## src/rtl/div_if.sv

```systemverilog
// Request/response bundle for the iterative divider: operands and op code in,
// busy/valid/result out.
interface div_if #(
  parameter int XLEN = 32
);
  logic            start_i;
  logic [1:0]      op_i;
  logic [XLEN-1:0] dividend_i;
  logic [XLEN-1:0] divisor_i;
  logic            flush_i;
  logic            busy_o;
  logic            valid_o;
  logic [XLEN-1:0] result_o;

  modport master (
    output start_i, op_i, dividend_i, divisor_i, flush_i,
    input  busy_o, valid_o, result_o
  );

  modport slave (
    input  start_i, op_i, dividend_i, divisor_i, flush_i,
    output busy_o, valid_o, result_o
  );
endinterface

```

## src/rtl/div_unit.sv

```systemverilog
// Radix-2 restoring divider for DIV/DIVU/REM/REMU, one quotient bit per cycle.
// Optional DIV_EARLY_OUT_EN: finish in one cycle when |dividend| < |divisor|.
//
// state | meaning
// IDLE  | no operation in progress, waiting for start_i
// CALC  | iterating, one quotient bit per edge (count 0..XLEN-1)
// FIX   | sign correction and quotient/remainder selection
module div_unit #(
  parameter int XLEN = 32
) (
  input logic  clk_i,
  input logic  rst_n_i,
  div_if.slave bus
);
  localparam int CW = $clog2(XLEN) + 1;
  localparam logic [CW-1:0] CNT_LAST = CW'(XLEN - 1);

  typedef enum logic [1:0] {IDLE, CALC, FIX} state_t;

  state_t          state_q;
  logic            busy_q;
  logic            valid_q;
  logic [XLEN-1:0] result_q;
  logic [XLEN-1:0] quo_q;
  logic [XLEN-1:0] rem_q;
  logic [XLEN-1:0] div_q;
  logic [CW-1:0]   cnt_q;
  logic            sel_rem_q;
  logic            neg_q_q;
  logic            neg_r_q;

  logic            signed_op;
  logic            a_neg;
  logic            b_neg;
  logic [XLEN-1:0] abs_a;
  logic [XLEN-1:0] abs_b;
  logic            div_zero;
  logic            ovf;
  logic [XLEN:0]   rem_shift;
  logic [XLEN:0]   rem_diff;
  logic [XLEN-1:0] quo_fix;
  logic [XLEN-1:0] rem_fix;

  always_comb begin
    signed_op = ~bus.op_i[0];
    a_neg     = signed_op & bus.dividend_i[XLEN-1];
    b_neg     = signed_op & bus.divisor_i[XLEN-1];
    abs_a     = a_neg ? (~bus.dividend_i + 1'b1) : bus.dividend_i;
    abs_b     = b_neg ? (~bus.divisor_i + 1'b1) : bus.divisor_i;
    div_zero  = (bus.divisor_i == '0);
    ovf       = signed_op && (bus.dividend_i == {1'b1, {(XLEN-1){1'b0}}})
                && (bus.divisor_i == '1);
    // Extra top bit makes the borrow of the trial subtraction the compare result.
    rem_shift = {rem_q, quo_q[XLEN-1]};
    rem_diff  = rem_shift - {1'b0, div_q};
    quo_fix   = neg_q_q ? (~quo_q + 1'b1) : quo_q;
    rem_fix   = neg_r_q ? (~rem_q + 1'b1) : rem_q;
  end

  always_ff @(posedge clk_i or negedge rst_n_i) begin
    if (!rst_n_i) begin
      state_q   <= IDLE;
      busy_q    <= 1'b0;
      valid_q   <= 1'b0;
      result_q  <= '0;
      quo_q     <= '0;
      rem_q     <= '0;
      div_q     <= '0;
      cnt_q     <= '0;
      sel_rem_q <= 1'b0;
      neg_q_q   <= 1'b0;
      neg_r_q   <= 1'b0;
    end else begin
      valid_q <= 1'b0;
      case (state_q)
        IDLE: begin
          if (bus.start_i && !bus.flush_i) begin
            busy_q    <= 1'b1;
            sel_rem_q <= bus.op_i[1];
            div_q     <= abs_b;
            cnt_q     <= '0;
            // Special cases preload the final answer and skip sign fix-up.
            if (div_zero) begin
              quo_q   <= '1;
              rem_q   <= bus.dividend_i;
              neg_q_q <= 1'b0;
              neg_r_q <= 1'b0;
              state_q <= FIX;
            end else if (ovf) begin
              quo_q   <= bus.dividend_i;
              rem_q   <= '0;
              neg_q_q <= 1'b0;
              neg_r_q <= 1'b0;
              state_q <= FIX;
`ifdef DIV_EARLY_OUT_EN
            end else if (abs_a < abs_b) begin
              quo_q   <= '0;
              rem_q   <= bus.dividend_i;
              neg_q_q <= 1'b0;
              neg_r_q <= 1'b0;
              state_q <= FIX;
`endif
            end else begin
              quo_q   <= abs_a;
              rem_q   <= '0;
              neg_q_q <= a_neg ^ b_neg;
              neg_r_q <= a_neg;
              state_q <= CALC;
            end
          end
        end
        CALC: begin
          if (bus.flush_i) begin
            busy_q  <= 1'b0;
            state_q <= IDLE;
          end else begin
            if (!rem_diff[XLEN]) begin
              rem_q <= rem_diff[XLEN-1:0];
              quo_q <= {quo_q[XLEN-2:0], 1'b1};
            end else begin
              rem_q <= rem_shift[XLEN-1:0];
              quo_q <= {quo_q[XLEN-2:0], 1'b0};
            end
            cnt_q <= cnt_q + CW'(1);
            if (cnt_q == CNT_LAST) state_q <= FIX;
          end
        end
        FIX: begin
          busy_q  <= 1'b0;
          state_q <= IDLE;
          if (!bus.flush_i) begin
            result_q <= sel_rem_q ? rem_fix : quo_fix;
            valid_q  <= 1'b1;
          end
        end
        default: begin
          busy_q  <= 1'b0;
          state_q <= IDLE;
        end
      endcase
    end
  end

  assign bus.busy_o   = busy_q;
  assign bus.valid_o  = valid_q;
  assign bus.result_o = result_q;
endmodule

```

## src/flat_wrapper.sv

```systemverilog
// flat-port wrapper written by rule: the top's interface ports become plain ports
module div_unit_flat 
#(
  parameter int XLEN = 32
)
  (clk_i, rst_n_i, bus_start_i, bus_op_i, bus_dividend_i, bus_divisor_i, bus_flush_i, bus_busy_o, bus_valid_o, bus_result_o);
  div_if #(.XLEN(XLEN)) bus_i ();
  input logic clk_i;
  input logic rst_n_i;
  input wire logic [$bits(bus_i.start_i)-1:0] bus_start_i;
  input wire logic [$bits(bus_i.op_i)-1:0] bus_op_i;
  input wire logic [$bits(bus_i.dividend_i)-1:0] bus_dividend_i;
  input wire logic [$bits(bus_i.divisor_i)-1:0] bus_divisor_i;
  input wire logic [$bits(bus_i.flush_i)-1:0] bus_flush_i;
  output wire logic [$bits(bus_i.busy_o)-1:0] bus_busy_o;
  output wire logic [$bits(bus_i.valid_o)-1:0] bus_valid_o;
  output wire logic [$bits(bus_i.result_o)-1:0] bus_result_o;
  assign bus_i.start_i = bus_start_i;
  assign bus_i.op_i = bus_op_i;
  assign bus_i.dividend_i = bus_dividend_i;
  assign bus_i.divisor_i = bus_divisor_i;
  assign bus_i.flush_i = bus_flush_i;
  assign bus_busy_o = bus_i.busy_o;
  assign bus_valid_o = bus_i.valid_o;
  assign bus_result_o = bus_i.result_o;
  div_unit #(.XLEN(XLEN)) u_core (.clk_i(clk_i), .rst_n_i(rst_n_i), .bus(bus_i));
endmodule
```

## config.mk

```make
export PLATFORM = sky130hd
export DESIGN_NAME = div_unit_flat
export DESIGN_NICKNAME = d
export VERILOG_FILES = /design/src/rtl/div_if.sv /design/src/rtl/div_unit.sv /design/src/flat_wrapper.sv
export SDC_FILE = /design/constraint.sdc
export NUM_CORES = 1
export LEC_CHECK = 0
export CAP_MARGIN = 40
export CORE_UTILIZATION = 50
export CTS_BUF_LIST = sky130_fd_sc_hd__clkbuf_8
export CTS_CLUSTER_DIAMETER = 120
export DETAILED_ROUTE_END_ITERATION = 8
export GPL_TIMING_DRIVEN = 1
export PLACE_DENSITY = 0.68
export SLEW_MARGIN = 15
export SYNTH_ARGS = -nofsm -noshare
export SYNTH_HDL_FRONTEND = slang
export SYNTH_SLANG_ARGS = --single-unit
```

## constraint.sdc

```tcl
create_clock -name clk_i -period 7.7 [get_ports clk_i]
set_input_delay 0.77 -clock clk_i [delete_from_list [all_inputs] [get_ports clk_i]]
set_output_delay 0.77 -clock clk_i [all_outputs]
set_load 0.03 [all_outputs]
```

Yosys cells after proc, flatten, opt, wreduce, memory -nomap -nowiden
Index checks and enable logic that the tools add are counted.
{ "word_totals": {"mem_count": 0, "word_cells": 81, "mem_bits_ro": 0, "regBits": 141, "latchBits": 0, "output_inout_bits": 34, "ramBits": 0} }
{ "op_classes": {"order_cmp": 0, "add_sub_neg": 6, "bitwise_logic": 9, "shifts": 0, "n_eq_ne": 9, "n_reduce_logical": 12, "mux": 34, "div_mod_pow": 0, "mul": 0} }
{ "op_table": {"columns": ["operator", "count"], "rows": [
  ["32-bit 2-to-1 mux", 13],
  ["32-bit by 1-bit adder with 32-bit output, second input constant", 4],
  ["32-bit inverter", 4],
  ["32-bit case mux with 2 select lines", 2],
  ["32-bit equality test, second input constant", 2],
  ["33-bit by 32-bit subtractor with 33-bit output", 1],
  ["32-bit zero test", 1],
  ["6-bit 2-to-1 mux", 2],
  ["6-bit case mux with 2 select lines", 1],
  ["2-bit 2-to-1 mux", 5],
  ["1-bit 2-to-1 mux", 9],
  ["2-bit AND reduction", 4],
  ["6-bit by 1-bit adder with 6-bit output, second input constant", 1],
  ["6-bit by 5-bit equality test with 1-bit output, second input constant", 1],
  ["2-bit inequality test, second input constant", 2],
  ["2-bit case mux with 2 select lines", 1],
  ["1-bit logical AND", 3],
  ["3-bit by 2-bit inequality test with 1-bit output, second input constant", 1],
  ["3-bit AND reduction", 1],
  ["1-bit AND", 2],
  ["2-bit by 1-bit equality test with 1-bit output, second input constant", 1],
  ["2-bit equality test, second input constant", 1],
  ["2-bit zero test", 1],
  ["2-bit by 1-bit inequality test with 1-bit output, second input constant", 1],
  ["5 further kinds", 6]
]} }

Longest topological paths before layout
Gate-level depths: netlist of the first run.
{ "depth": {"ltp_word": 7, "depth_mapped": 13, "ltp_nobuf": 11} }

Worst setup path before layout of the first run
OpenSTA, ideal clock, no wires.
{ "synth_timing": {"path_type": "reg-to-reg", "from": "register u_core.quo_q[31]", "to": "register u_core.rem_q[30]", "setup_time_ps": 82, "stages_incl_launch_ff": 13, "t_arrival_ps": 3298, "slack_ps": 4320, "path_buffers": 1, "t_required_ps": 7618, "path_cell_list": "dfrtp_1 > inv_1 > ha_1 > fa_1 > nand2b_1 > a211oi_1 > o21ai_0 > a211o_1 > a211oi_1 > nor3_1 > clkbuf_1 > or3b_2 > a31oi_1"} }
{ "synth_between": {"elab_chain_len": 4} }
{ "synth_rtl": {"columns": ["item", "line_no", "source"], "rows": [
  ["start, declared", "div_unit.sv:24", "logic [XLEN-1:0] quo_q;"],
  ["start signal, assigned", "div_unit.sv:90", "quo_q <= bus.dividend_i;"],
  ["start signal, assigned", "div_unit.sv:104", "quo_q <= abs_a;"],
  ["start signal, assigned", "div_unit.sv:119", "quo_q <= {quo_q[XLEN-2:0], 1'b1};"],
  ["33-bit by 32-bit subtractor with 33-bit output", "div_unit.sv:55", "rem_diff = rem_shift - {1'b0, div_q};"],
  ["32-bit 2-to-1 mux", "div_unit.sv:117", "if (!rem_diff[XLEN]) begin"],
  ["32-bit 2-to-1 mux", "div_unit.sv:113", "if (bus.flush_i) begin"],
  ["32-bit case mux with 2 select lines", "div_unit.sv:75", "case (state_q)"],
  ["end signal, assigned", "div_unit.sv:85", "rem_q <= bus.dividend_i;"],
  ["end signal, assigned", "div_unit.sv:118", "rem_q <= rem_diff[XLEN-1:0];"],
  ["end signal, assigned", "div_unit.sv:121", "rem_q <= rem_shift[XLEN-1:0];"],
  ["end, declared", "div_unit.sv:25", "logic [XLEN-1:0] rem_q;"]
]} }
No other way between the ends. The select of a mux whose other input is x is not followed.
A chain may end at the register's enable or synchronous reset.

Final worst setup path of the first run
{ "layout_timing": {"from": "register u_core.quo_q[31]", "to": "register u_core.rem_q[24]"} }
The elaborated chain is that of the path after synthesis.

==> run metrics, run 1 <==
Synth warnings 0; Die Wd 151 um; H-tree depth 4; GPL Wtd Cong 0.930; post-synth cell types between 60 and 70; family with the most delay on the worst path compound AO/OA/AOI/OAI gates; register area share after synthesis 31.7%; Worst Hold Class input port to async pin; Yosys reg bits between 100 and 150; Syn Area/Cell 7.86 sq um; PD cells 311 nW/um^2; Antenna Cells 0; crit path time final 4.14 ns; Worst Path Arrival 4.45 ns; P&R area growth vs syn 15.7%; Final Slew Violations 0; CTS Buf Count 17; Max clock buf depth 2; CP max stage cell or3_1; Post-synth ARST share 100%; clk sink count 141; Util after Layout slightly below 60%; Worst-Skew Late Latency around 0.47 ns; crit path max fanout 19; Final ANT Viol Nets 0; setup TNS 0 ns; Routed WL 32,000 um; Worst setup SP type register; Final Skew about 0.017 ns; CP peak stage delay roughly 0.7 ns; Crit path buffers/inverters 2; Final period util 53.7%; Fin Hold WS 0.0870 ns; Port Buf Inserts 103; initial detailed-routing violation count ~760; Highest Clock Rate 0.242 GHz; post-synthesis mux area share 2.04%; CTS Hold Buffers Added 0; Final Hold Fails 0; Die H 151 um; initial antenna violation count 0; Syn Nets about 1,500; CTS tree done; Post-synth EDFFs 0; Tot GR Track Use 29.2%; Core Rows 54; Placeable Area 21,800 sq um; via count 10,564; Static Leak approximately 5.1 nW; starting density of the core ~51%; most frequent cells in the layout nand2_1, o21ai_0, dfrtp_1; outcome finished, final reports clean; fraction of synthesized cell area in xor and xnor cells 10.6%; number of global-route vias before repair ~9,700; largest family of logic cells by synthesized area compound AO/OA/AOI/OAI gates; commonest non-fill, non-tap cell in the layout nand2_1; RSZ-0062 raised after global routing false; Crit path required time 8.01 ns; Register Area roughly 3500 sq um; Worst Setup End Kind register; global route overflow 0; critical path type register to register; Least-Margin Pin Slew 0.892 ns; IO Pins 104; Die ar. 22,800 sq um; number of fill cells just over 2,000; hpwl dp 24,100 um; post-cts resize count 0; Pre-Repair DR Iteration Count 5; Multi-input gate area 7130 sq um; clk root buf clkbuf_8; first-pass GRT wire length 51,700 um; Post CTS Setup Buffer Count 0; largest net degree at the start of global routing 92; Synth Area in Compound Gates between 20% and 30%; Syn Inst Count approximately 1,400; peak supply drop 0.000130 V; Clock Pin Slew Worst Setup and Hold Paths 0.09 ns; DRC 0; DR WL/cell approximately 18 um; Top FF cell, synth dfrtp_1; Nets 1,590; share of layout cells above drive strength 1 5.22%; slew margin rel. approximately two fifths; Cell Area, Synth 11,100 sq um; post-DR vias/cell approximately 6; final setup violation count 0; simple logic cell fraction of the synthesized area between 20% and 30%; cells along the critical path inv_1 -> ha_1 -> fa_1 -> nand2b_1 -> a211oi_1 -> o21ai_0 -> a2111oi_0 -> nor3_1 -> buf_4 -> or3_1 -> a311oi_1 -> a21oi_1; maximum capacitance violations 0; area share of fa/ha/maj cells after synthesis 4.46%
-- state kept, by name, indices dropped and copies added, names as in the netlist --
signal               count
u_core.cnt_q             6
u_core.neg_q_q           1
u_core.state_q           2
u_core.sel_rem_q         1
u_core.neg_r_q           1
u_core.quo_q            32
u_core.bus.result_o     32
u_core.bus.valid_o       1
u_core.bus.busy_o        1
u_core.div_q            32
u_core.rem_q            32
-- Yosys cell counts, types with 4 or more instances --
library cell / number / area share [%]
inv_1: 52 / 1.8
nor2b_1: 12 / 0.68
o31ai_1: 38 / 2.6
o21bai_1: 4 / 0.27
or2_2: 6 / 0.34
clkbuf_1: 67 / 2.3
nor3_1: 31 / 1.4
a211oi_1: 10 / 0.68
o22ai_1: 6 / 0.34
xor2_1: 79 / 6.2
nand2_1: 177 / 6.0
nand3b_1: 5 / 0.34
o21ai_0: 156 / 7.0
mux2i_1: 17 / 1.5
and3_1: 5 / 0.28
a21oi_1: 134 / 6.0
a221oi_1: 5 / 0.39
and2_1: 13 / 0.73
o21a_1: 5 / 0.34
nor2_1: 92 / 3.1
a2111oi_0: 4 / 0.31
o221ai_1: 4 / 0.31
nand3_1: 21 / 0.95
o41ai_1: 16 / 1.3
a31oi_1: 20 / 1.1
ha_1: 38 / 4.3
or4_1: 15 / 1.0
dfrtp_1: 141 / 32
xnor2_1: 56 / 4.4
or3_1: 42 / 2.4
a311oi_1: 4 / 0.31
nand4_1: 13 / 0.73
nor4_1: 24 / 1.4
nand2b_1: 15 / 0.84
mux2_2: 5 / 0.51
a21o_1: 17 / 1.1
nor3b_1: 4 / 0.27
a21boi_0: 5 / 0.34
o211ai_1: 7 / 0.47
-- kinds of logic (layout without fill, tap and decap cells) --
logic type	count (synthesis)	count (layout)
compound gates	464	464
xor+xnor	135	135
fa+ha+maj	39	39
buf+inv	127	207
flops	141	141
mux	22	22
simple gates	486	486
-- worst reg2reg max path, stage by stage, from the launching register on --
cell       delay [ns]
dfrtp_1          0.40
inv_1            0.14
ha_1             0.24
fa_1             0.38
nand2b_1         0.21
a211oi_1         0.30
o21ai_0          0.32
a2111oi_0        0.49
nor3_1           0.11
buf_4            0.20
or3_1            0.71
a311oi_1         0.39
a21oi_1          0.10
-- power by group --
part	internal [W]	switching (W)	total, W
clock	0.000336	0.000326	0.000662
sequential	0.000901	0.000262	0.00116
combinational	0.000880	0.00129	0.00217
-- through the flow --
stage | std cells | power [W] | worst slack (ns) | instance area, sq um
floorplan | 1414 | 0.00269 | 4.32 | 11100
global placement | 1737 | 0.00327 | 3.42 | 12400
detailed placement | 1741 | 0.00330 | 3.37 | 12400
CTS | 1773 | 0.00397 | 3.56 | 12800
global route | 1774 | 0.00431 | 3.24 | 12900
finish | 1774 | 0.00400 | 3.56 | 12900
-- path summary, 6_finish.rpt --
kind	startpoint	endpoint	slack [ns]	depth (start not counted)
max	u_core.quo_q[31]$_DFFE_PN0P_	u_core.rem_q[24]$_DFFE_PN0P_	3.56	12
min	rst_n_i	u_core.quo_q[9]$_DFFE_PN0P_	0.09	1
max reg2reg	u_core.quo_q[31]$_DFFE_PN0P_	u_core.rem_q[24]$_DFFE_PN0P_	3.56	12
min reg2reg	u_core.div_q[21]$_DFFE_PN0P_	u_core.div_q[21]$_DFFE_PN0P_	0.48	2
max in group asynchronous	rst_n_i	u_core.quo_q[21]$_DFFE_PN0P_	6.77	2
min in group clk_i	u_core.div_q[21]$_DFFE_PN0P_	u_core.div_q[21]$_DFFE_PN0P_	0.48	2
-- final cells by class --
class                   instances  area share (%)
multi-input cells            1146            55.5
flip-flops and latches        141            27.4
repair buffers                123            9.52
well taps                     280            2.72
clock buffers                  18            1.93
inverters                      52            1.52
clock inverters                14            1.41
-- per-layer routing --
layer,part of all wire (%),vias to the layer above,track usage (%)
li1,-,5268,-
met1,47,4917,41.2
met2,45,343,45.7
met3,6.0,36,4.70
met4,1.8,0,8.45
met5,0,-,0
Power figures use the tool's default switching activity.
==> run 2: changes to the inputs <==
==> constraint.sdc (replaced) <==
create_clock -name clk_i -period 4 [get_ports clk_i]
set_input_delay 0.4 -clock clk_i [delete_from_list [all_inputs] [get_ports clk_i]]
set_output_delay 0.4 -clock clk_i [all_outputs]
set_load 0.03 [all_outputs]
==> run metrics, run 2 (synthesis results as in run 1) <==
P&R area growth vs syn 17.1%; final setup violation count 0; number of fill cells 2,015; critical path type register to register; Worst Path Arrival between 4 and 5 ns; Final period util roughly nine tenths; Antenna Cells 0; Die H approximately 150 um; maximum capacitance violations 0; post-DR vias/cell 5.98; Final Skew 0.0138 ns; RSZ-0062 raised after global routing false; Routed WL roughly 32,000 um; Least-Margin Pin Slew 0.887 ns; DR WL/cell approximately 18 um; crit path max fanout 14; Port Buf Inserts about 100; hpwl dp around 25,000 um; Final ANT Viol Nets 0; clk root buf clkbuf_8; Die Wd 151 um; Worst-Skew Late Latency 0.48 ns; Worst Setup End Kind register; Max clock buf depth 2; cells along the critical path inv_1 -> ha_1 -> fa_1 -> nand2b_1 -> a211oi_1 -> o21ai_1 -> a211o_1 -> a211oi_1 -> buf_4 -> nor3_2 -> buf_4 -> a2111oi_0 -> a21oi_1; clk sink count 141; Final Hold Fails 0; via count about 11,000; PD cells 598 nW/um^2; Final Slew Violations 0; Highest Clock Rate 0.273 GHz; Crit path required time 4.34 ns; DRC 0; peak supply drop 0.000297 V; global route overflow 0; number of global-route vias before repair roughly 9,600; GPL Wtd Cong between 0.9 and 1; outcome finished, final reports clean; CP max stage cell dfrtp_1; initial antenna violation count 0; IO Pins 104; Nets roughly 1,600; crit path time final approximately 3.7 ns; setup TNS 0 ns; commonest non-fill, non-tap cell in the layout nand2_1; first-pass GRT wire length 51,800 um; Pre-Repair DR Iteration Count 5; pre-CTS setup slack 0.211 ns; R2R setup slack 0.33 ns; largest net degree at the start of global routing slightly above 60; Placeable Area 21,800 sq um; share of layout cells above drive strength 1 6.41%; fin worst setup slack 0.334 ns; family with the most delay on the worst path compound AO/OA/AOI/OAI gates; Static Leak 5.17 nW; slew margin rel. 40.9%; Die ar. 22,800 sq um; starting density of the core between 50% and 60%; H-tree depth 4; most frequent cells in the layout nand2_1, o21ai_0, dfrtp_1; initial detailed-routing violation count around 800; CP peak stage delay approximately 0.39 ns; CTS tree done; Tot GR Track Use 29.2%; Worst Hold Class input port to async pin; Worst setup SP type register; Crit path buffers/inverters 3; Core Rows 54; Clock Pin Slew Worst Setup and Hold Paths 0.09 ns; CTS Buf Count 17
## run 2: cell count changes in the layout (fill, tap and decap cells not counted)
| cell | previous run | this run |
|---|---|---|
| o21ai_1 | 3 | 4 |
| bufinv_16 | 3 | 2 |
| clkbuf_8 | 18 | 17 |
| buf_12 | 0 | 3 |
| buf_6 | 1 | 2 |
| dlygate4sd3_1 | 0 | 1 |
| inv_6 | 6 | 5 |
| o21ai_0 | 156 | 155 |
| clkinvlp_4 | 1 | 3 |
| buf_4 | 16 | 31 |
| clkinv_2 | 1 | 2 |
## run 2: cell type report
cell class	instances	area, sq um	share of cell area, %
clock buffer	17	234	1.80
clock inverter	15	163	1.25
inverter	52	195	1.50
multi-input combinational	1146	7130	54.8
sequential	141	3530	27.1
tap	280	350	2.69
timing repair buffer	143	1420	10.9
## run 2: repair_timing
action / in CTS / in global routing
hold buffers: 1 / 0
hold endpoints to repair: 43 / 0
setup endpoints to repair: 0 / 4
gates resized for setup: 0 / 1
setup buffers: 0 / 0
## run 2: per-layer routing
metal,track usage [%],wire (um),vias to the layer above
met3,4.19,1910,41
met1,41.8,15400,5004
met2,45.7,14500,362
li1,-,-,5315
met4,7.95,582,0
met5,0,0,-
## run 2: worst paths after layout
| path | startpoint | to | depth (start not counted) |
|---|---|---|---|
| setup / recovery | u_core.quo_q[31]$_DFFE_PN0P_ | u_core.rem_q[31]$_DFFE_PN0P_ | 13 |
| hold / removal | rst_n_i | u_core.bus.result_o[3]$_DFFE_PN0P_ | 2 |
| setup reg to reg | u_core.quo_q[31]$_DFFE_PN0P_ | u_core.rem_q[31]$_DFFE_PN0P_ | 13 |
| hold reg to reg | u_core.bus.result_o[1]$_DFFE_PN0P_ | u_core.bus.result_o[1]$_DFFE_PN0P_ | 2 |
| max in group asynchronous | rst_n_i | u_core.cnt_q[0]$_DFFE_PN0P_ | 3 |
| min in group clk_i | bus_op_i[1] | u_core.sel_rem_q$_DFFE_PN0P_ | 3 |
## run 2: power breakdown
| group | internal [W] | switching (W) | leakage (nW) |
|---|---|---|---|
| Combinational | 0.00180 | 0.00255 | 3.23 |
| Sequential | 0.00173 | 0.000504 | 1.75 |
| Clock | 0.000563 | 0.000641 | 0.194 |
| Total | 0.00410 | 0.00369 | 5.17 |
## run 2: metrics by stage
stage / cells / hold WS (ns) / power (W) / area [sq um] / util (%)
after floorplan: 1414 / 0.104 / 0.00519 / 11100 / -
after global placement: 1756 / 0.460 / 0.00643 / 12500 / 57.4
after detailed placement: 1761 / 0.358 / 0.00650 / 12600 / 57.8
after CTS: 1794 / 0.421 / 0.00771 / 13000 / 59.7
after global routing: 1794 / 0.454 / 0.00835 / 13000 / 59.7
final: 1794 / 0.395 / 0.00779 / 13000 / 59.7
==> run 3: changes to the inputs <==
--- a/config.mk
+++ b/config.mk
@@ -12,7 +12,6 @@
 export DETAILED_ROUTE_END_ITERATION = 8
 export GPL_TIMING_DRIVEN = 1
 export PLACE_DENSITY = 0.68
-export SLEW_MARGIN = 15
 export SYNTH_ARGS = -nofsm -noshare
 export SYNTH_HDL_FRONTEND = slang
 export SYNTH_SLANG_ARGS = --single-unit
==> run metrics, run 3 (synthesis results as in run 1) <==
number of global-route vias before repair 9,694; Static Leak 5.17 nW; IO Pins 104; first-pass GRT wire length 51,600 um; cells along the critical path inv_1 -> ha_1 -> fa_1 -> nand2b_1 -> a211oi_1 -> o21ai_1 -> a2111oi_0 -> nor3_1 -> or3_1 -> buf_4 -> a211o_1 -> a22oi_1; fin worst setup slack 0.343 ns; global route overflow 0; Die ar. between 20,000 and 25,000 sq um; H-tree depth 4; Highest Clock Rate 0.273 GHz; post-DR vias/cell between 5 and 6; via count 10,668; CTS tree done; starting density of the core 51.0%; pre-CTS setup slack between 0.15 and 0.2 ns; Worst Setup End Kind register; crit path time final roughly 3.7 ns; slew margin rel. between 30 and 40%; family with the most delay on the worst path compound AO/OA/AOI/OAI gates; Port Buf Inserts 103; outcome finished, final reports clean; Placeable Area 21,800 sq um; maximum capacitance violations 0; Antenna Cells 0; clk root buf clkbuf_8; DRC 0; Worst-Skew Late Latency 0.47 ns; clk sink count 141; Die H 151 um; final setup violation count 0; Final period util 91.4%; Pre-Repair DR Iteration Count 5; initial detailed-routing violation count 896; Core Rows 54; Die Wd ~150 um; Worst setup SP type register; CP peak stage delay 0.46 ns; Post CTS Setup Buffer Count 0; Util after Layout 59.8%; most frequent cells in the layout nand2_1, o21ai_0, dfrtp_1; commonest non-fill, non-tap cell in the layout nand2_1; Crit path required time 4.38 ns; RSZ-0062 raised after global routing false; P&R area growth vs syn 17.4%; Routed WL approximately 32,000 um; DR WL/cell between 15 and 20 um; PD cells 595 nW/um^2; Least-Margin Pin Slew a little over 0.9 ns; Crit path buffers/inverters 2; GPL Wtd Cong 0.909; crit path max fanout 11; critical path type register to register; Max clock buf depth 2; Tot GR Track Use 29.1%; hpwl dp 25,100 um; peak supply drop 0.000299 V; setup TNS 0 ns; largest net degree at the start of global routing 61; Final Slew Violations 0; number of fill cells 2,017; Final ANT Viol Nets 0; Worst Hold Class input port to async pin; CP max stage cell a2111oi_0; Final Hold Fails 0; Final Skew 0.0128 ns; Nets ~1,600; share of layout cells above drive strength 1 6.41%; CTS Buf Count 17; initial antenna violation count 0; Worst Path Arrival slightly above 4 ns; Clock Pin Slew Worst Setup and Hold Paths 0.09 ns
run 3: changes by cell type in the layout (fill, tap and decap cells not counted):
cell / delta
clkinv_4: -1
buf_16: +2
buf_8: -1
buf_6: -1
clkinvlp_4: +1
run 3: per-layer routing:
layer  global-route usage [%]  up-vias  share of wire [%]
li1                         -     5299                  -
met1                     41.3     4973                 47
met2                     45.7      351                 45
met3                     4.43       45                6.1
met4                     8.05        0                2.0
met5                        0        -                  0
run 3: layout make-up:
cell class,count,area [sq um],area share [%]
sequential,141,3530,27.0
multi-input combinational,1146,7130,54.7
clock buffer,17,234,1.79
tap,280,350,2.68
clock inverter,15,161,1.24
inverter,52,195,1.50
timing repair buffer,143,1450,11.1
run 3: where the power goes:
group | switching (W) | total, W | leakage, nW | internal, W
registers | 0.000503 | 0.00224 | 1.75 | 0.00173
clock network | 0.000635 | 0.00120 | 0.190 | 0.000562
logic | 0.00252 | 0.00433 | 3.24 | 0.00181
total | 0.00366 | 0.00776 | 5.17 | 0.00410
run 3: path summary, 6_finish.rpt:
kind | from | endpoint | slack, ns | depth (start not counted)
min | rst_n_i | u_core.bus.result_o[3]$_DFFE_PN0P_ | 0.41 | 2
max in group asynchronous | rst_n_i | u_core.rem_q[26]$_DFFE_PN0P_ | 2.95 | 3
max | u_core.quo_q[31]$_DFFE_PN0P_ | u_core.rem_q[1]$_DFFE_PN0P_ | 0.34 | 12
min reg2reg | u_core.bus.result_o[1]$_DFFE_PN0P_ | u_core.bus.result_o[1]$_DFFE_PN0P_ | 0.48 | 2
min in group clk_i | bus_op_i[1] | u_core.sel_rem_q$_DFFE_PN0P_ | 0.45 | 3
max reg2reg | u_core.quo_q[31]$_DFFE_PN0P_ | u_core.rem_q[1]$_DFFE_PN0P_ | 0.34 | 12
run 3: stage by stage:
| stage | instances | cell area [sq um] | hold slack [ns] | power (W) |
|---|---|---|---|---|
| floorplan | 1414 | 11100 | 0.104 | 0.00519 |
| global placement | 1756 | 12500 | 0.460 | 0.00643 |
| detailed placement | 1761 | 12600 | 0.357 | 0.00650 |
| CTS | 1794 | 13100 | 0.419 | 0.00771 |
| global route | 1794 | 13100 | 0.466 | 0.00834 |
| finish | 1794 | 13100 | 0.411 | 0.00776 |
run 3: what timing repair did:
item / in CTS / in global routing
hold buffers: 1 / 0
gates resized for setup: 0 / 1
hold endpoints to repair: 43 / 0
endpoints found under the setup margin: 0 / 2
run 3: worst reg2reg max path: cells and delay by family (launching register included):
family | cells | cell delay, ns
compound gates | 5 | 1.41
fa+ha+maj | 2 | 0.62
flops | 1 | 0.39
buf+inv | 2 | 0.33
simple gates | 3 | 0.82
==> RTL edit 1: new RTL, settings of run 3 <==
One comparison of `cnt_q` changes from == to >=.
--- a/src/rtl/div_unit.sv
+++ b/src/rtl/div_unit.sv
@@ -122,7 +122,7 @@
               quo_q <= {quo_q[XLEN-2:0], 1'b0};
             end
             cnt_q <= cnt_q + CW'(1);
-            if (cnt_q == CNT_LAST) state_q <= FIX;
+            if (cnt_q >= CNT_LAST) state_q <= FIX;
           end
         end
         FIX: begin
Formal check against the unedited RTL: no difference found for any inputs over 4 cycles, from zero or initial values and one cycle with rst_n_i low; that may be too few to reach the edited logic, so the function may still have changed.
==> RTL edit 1 against run 3 <==
Wire length is 1.7% lower. Via count down 1.8%. Critical endpoint is now u_core.rem_q[26]$_DFFE_PN0P_. Total power shrank 3.7%. Cell area fell by 0.91%. Global-route usage up 0.49 points. Highest routed layer unchanged. Area after synthesis down 1.7%. Fmax up 9.5%. Setup slack gained 0.32 ns. Sequential power is 5% lower. Die area fell by 1.7%. Combinational power fell by 5.3%. Sequential cell count did not move. Utilization rose by 1.1 points.
==> RTL edit 1: results (changes against run 3) <==
* Post-synthesis compound-gate area fraction at 0.254 (was 0.253)
* Portion of netlist area occupied by mux cells at 0.00756 (was 0.0204)
* Register area share after synthesis at 0.323 (was 0.317)
* Met1 Use GR at 0.407 (was 0.413)
* Peak supply drop at 239 uV (was 299 uV)
* DR WL met3 at 1760 um (was 1990 um)
* Flop-to-flop setup slack at 0.66 ns (was 0.34 ns)
* Largest net degree at the start of global routing at 73 (was 61)
* Internal power at 4.13 mW (was 4.10 mW)
* Avg WL per Cell at 17.8 um (was 18.0 um)
* Synth Instances at 1,405 (was 1,414)
* DR iter-0 viols at 728 (was 896)
* CP max FO at 9 (was 11)
* Clk tree area frac at 0.0327 (was 0.0303)
* Placed insts at 1,759 (was 1,761)
* Final Skew at 0.0152 ns (was 0.0128 ns)
* PwrDens at 578 nW/um2 (was 595 nW/um2)
* Detail Placement HPWL at 24,800 um (was 25,100 um)
* CP max stage cell: dfrtp_1 (was a2111oi_0)
* Adder-Cell Fraction of Synth Area at 0.0453 (was 0.0446)
* Grt met2 use at 0.481 (was 0.457)
* Comb group at 4.10 mW (was 4.33 mW)
* Non-clock buffers at 157 (was 143)
* Place WS at 0.388 ns (was 0.195 ns)
* Layout fillers at 2,032 (was 2,017)
* Largest stage delay on the critical path at 0.42 ns (was 0.46 ns)
* Register area at 3530 um2 (about the same)
* Clkbuf count at 18 (was 17)
* Met2 wire len at 14,800 um (was 14,500 um)
* Share of cells above drive strength 1 at 0.0726 (was 0.0641)
* Post-placement cell area at 12,500 um2 (was 12,600 um2)
* Slew headroom at 0.389 (was 0.391)
* Met1 WL at 14,700 um (was 15,200 um)
* Buffer share of cell area at 0.116 (was 0.111)
* Total number of vias at 10,500 (was 10,700)
* Synth Cell Area at 10,900 um2 (was 11,100 um2)
* GP Congestion at 0.933 (was 0.909)
* First-pass GRT wire length at 51,500 um (was 51,600 um)
* Nets@finish at 1,613 (was 1,610)
* Sequential share of cell area at 0.273 (was 0.270)
* Run status: completed (unchanged)
* Fraction of area in multi-input gates at 0.538 (was 0.547)
* Yosys cell types at 71 (was 68)
* Routed vias/inst at 5.85 (was 5.95)
* GRT Util Overall at 0.296 (was 0.291)
* Ranking of synthesized cells by area: dfrtp_1 32%, o21ai_0 7.8%, a21oi_1 6.6% (was dfrtp_1 32%, o21ai_0 7.0%, xor2_1 6.2%)
[RTL edit 1: changes by cell type in the layout (fill, tap and decap cells not counted), moves of 10 or more]
cell and change:
a21oi_1 +11, buf_4 +18, mux2i_1 -11, nand3_1 +10, nor2_1 +14, nor4_1 -12
o21ai_0 +15, or3_1 -14, xnor2_1 +21
[RTL edit 1: worst max-delay path by stage]
stage,cells past startpoint,from,slack [ns],to
after floorplan,12,u_core.div_q[0]$_DFFE_PN0P_,0.97,u_core.rem_q[0]$_DFFE_PN0P_
after global placement,10,bus_divisor_i[0],0.37,u_core.rem_q[19]$_DFFE_PN0P_
after detailed placement,10,bus_divisor_i[0],0.39,u_core.rem_q[19]$_DFFE_PN0P_
after CTS,12,u_core.div_q[0]$_DFFE_PN0P_,0.65,u_core.rem_q[26]$_DFFE_PN0P_
after global routing,12,u_core.div_q[0]$_DFFE_PN0P_,0.44,u_core.rem_q[26]$_DFFE_PN0P_
final,12,u_core.div_q[0]$_DFFE_PN0P_,0.66,u_core.rem_q[26]$_DFFE_PN0P_
==> RTL edit 2: new RTL, config.mk and constraints of run 3 <==
Without the edit above. `XLEN` is set to 32 in 3 places; all go to 64.
--- a/src/rtl/div_if.sv
+++ b/src/rtl/div_if.sv
@@ -1,7 +1,7 @@
 // Request/response bundle for the iterative divider: operands and op code in,
 // busy/valid/result out.
 interface div_if #(
-  parameter int XLEN = 32
+  parameter int XLEN = 64
 );
   logic            start_i;
   logic [1:0]      op_i;
--- a/src/rtl/div_unit.sv
+++ b/src/rtl/div_unit.sv
@@ -6,7 +6,7 @@
 // CALC  | iterating, one quotient bit per edge (count 0..XLEN-1)
 // FIX   | sign correction and quotient/remainder selection
 module div_unit #(
-  parameter int XLEN = 32
+  parameter int XLEN = 64
 ) (
   input logic  clk_i,
   input logic  rst_n_i,
--- a/src/flat_wrapper.sv
+++ b/src/flat_wrapper.sv
@@ -1,7 +1,7 @@
 // flat-port wrapper written by rule: the top's interface ports become plain ports
 module div_unit_flat 
 #(
-  parameter int XLEN = 32
+  parameter int XLEN = 64
 )
   (clk_i, rst_n_i, bus_start_i, bus_op_i, bus_dividend_i, bus_divisor_i, bus_flush_i, bus_busy_o, bus_valid_o, bus_result_o);
   div_if #(.XLEN(XLEN)) bus_i ();
Ports: changed (resized bus_dividend_i, bus_divisor_i and bus_result_o); port bits go from 104 to 200. The function was not compared with the original's and may differ.
==> RTL edit 2 against run 3 <==
Fmax is 6.0% lower. Setup slack lost 0.23 ns. Wire length is 130% higher. Sequential cell count increased by 129. Cell area rose by 100%. Utilization grew 2.7 points. Total power increased by 130%. Die area up 90%. Area after synthesis grew 91%. Final cell count is 100% higher. Sequential share of layout area is 1.2 points lower.
==> RTL edit 2: results (changes against run 3) <==
* Run status: completed (unchanged)
* DR iter-0 viols at 2,180 (was 896)
* Slew @ Worst Pin at 0.754 ns (was 0.913 ns)
* PortBufs at 199 (was 103)
* Clk_lat worst skew at 0.65 ns (was 0.47 ns)
* Avg WL per Cell at 20.5 um (was 18.0 um)
* Register area share after synthesis at 0.318 (was 0.317)
* P_sw at 8.38 mW (was 3.66 mW)
* Clock transition at path regs at 0.07 ns (was 0.09 ns)
* Largest stage delay on the critical path at 0.58 ns (was 0.46 ns)
* Reg2Reg Depth at 11 (was 12)
* Ranking of synthesized cells by area: dfrtp_1 32%, o21ai_0 8.5%, xor2_1 7.0% (was dfrtp_1 32%, o21ai_0 7.0%, xor2_1 6.2%)
* Flop-to-flop setup slack at 0.11 ns (was 0.34 ns)
* Vias in the first global route at 20,400 (was 9,694)
* Synthesized area per cell at 7.77 um2 (was 7.86 um2)
* H-tree levels at 2 (was 4)
* Nets@finish at 3,227 (was 1,610)
* Yosys cell types at 83 (was 68)
* Max Freq at 257 MHz (was 273 MHz)
* Critical path origin: u_core.rem_q[22]$_DFFE_PN0P_ (was u_core.quo_q[31]$_DFFE_PN0P_)
* Synth Area in XOR/XNOR at 0.126 (was 0.106)
* Clk buf depth at 3 (was 2)
* Comb group at 10.6 mW (was 4.33 mW)
* Clock share of power at 0.166 (was 0.154)
* Placed insts at 3,507 (was 1,761)
* TritonCTS buffer count at 50 (was 17)
* GRT Util Overall at 0.337 (was 0.291)
* Top delay family on crit path: simple AND/OR/NAND/NOR gates (was compound AO/OA/AOI/OAI gates)
* Largest net degree at the start of global routing at 139 (was 61)
* Drt first pass iters at 6 (was 5)
* Adder-Cell Fraction of Synth Area at 0.0421 (was 0.0446)
* P_leak at 10.8 nW (was 5.17 nW)
RTL edit 2: cell count changes in the layout (fill, tap and decap cells not counted), moves of 96 or more:
cell | before | now
clkdlybuf4s50_1 | 102 | 198
dfrtp_1 | 141 | 265
a21oi_1 | 134 | 260
o21ai_0 | 155 | 361
buf_4 | 31 | 181
nor2_1 | 90 | 195
nand2_1 | 176 | 312
RTL edit 2: per-layer routing:
layer | track usage | routed length [um] | vias to the layer above
li1 | - | - | 10400
met5 | 0 | 0 | -
met4 | 0.122 | 2460 | 0
met1 | 0.495 | 34100 | 10300
met2 | 0.506 | 31700 | 896
met3 | 0.0412 | 5540 | 131
RTL edit 2: final cells by class:
class	count	area, um2
multi-input cells	2206	13600
well taps	539	674
fillers	3873	15700
inverters	96	360
clock inverters	32	310
flip-flops and latches	270	6760
repair buffers	398	3700
clock buffers	57	785
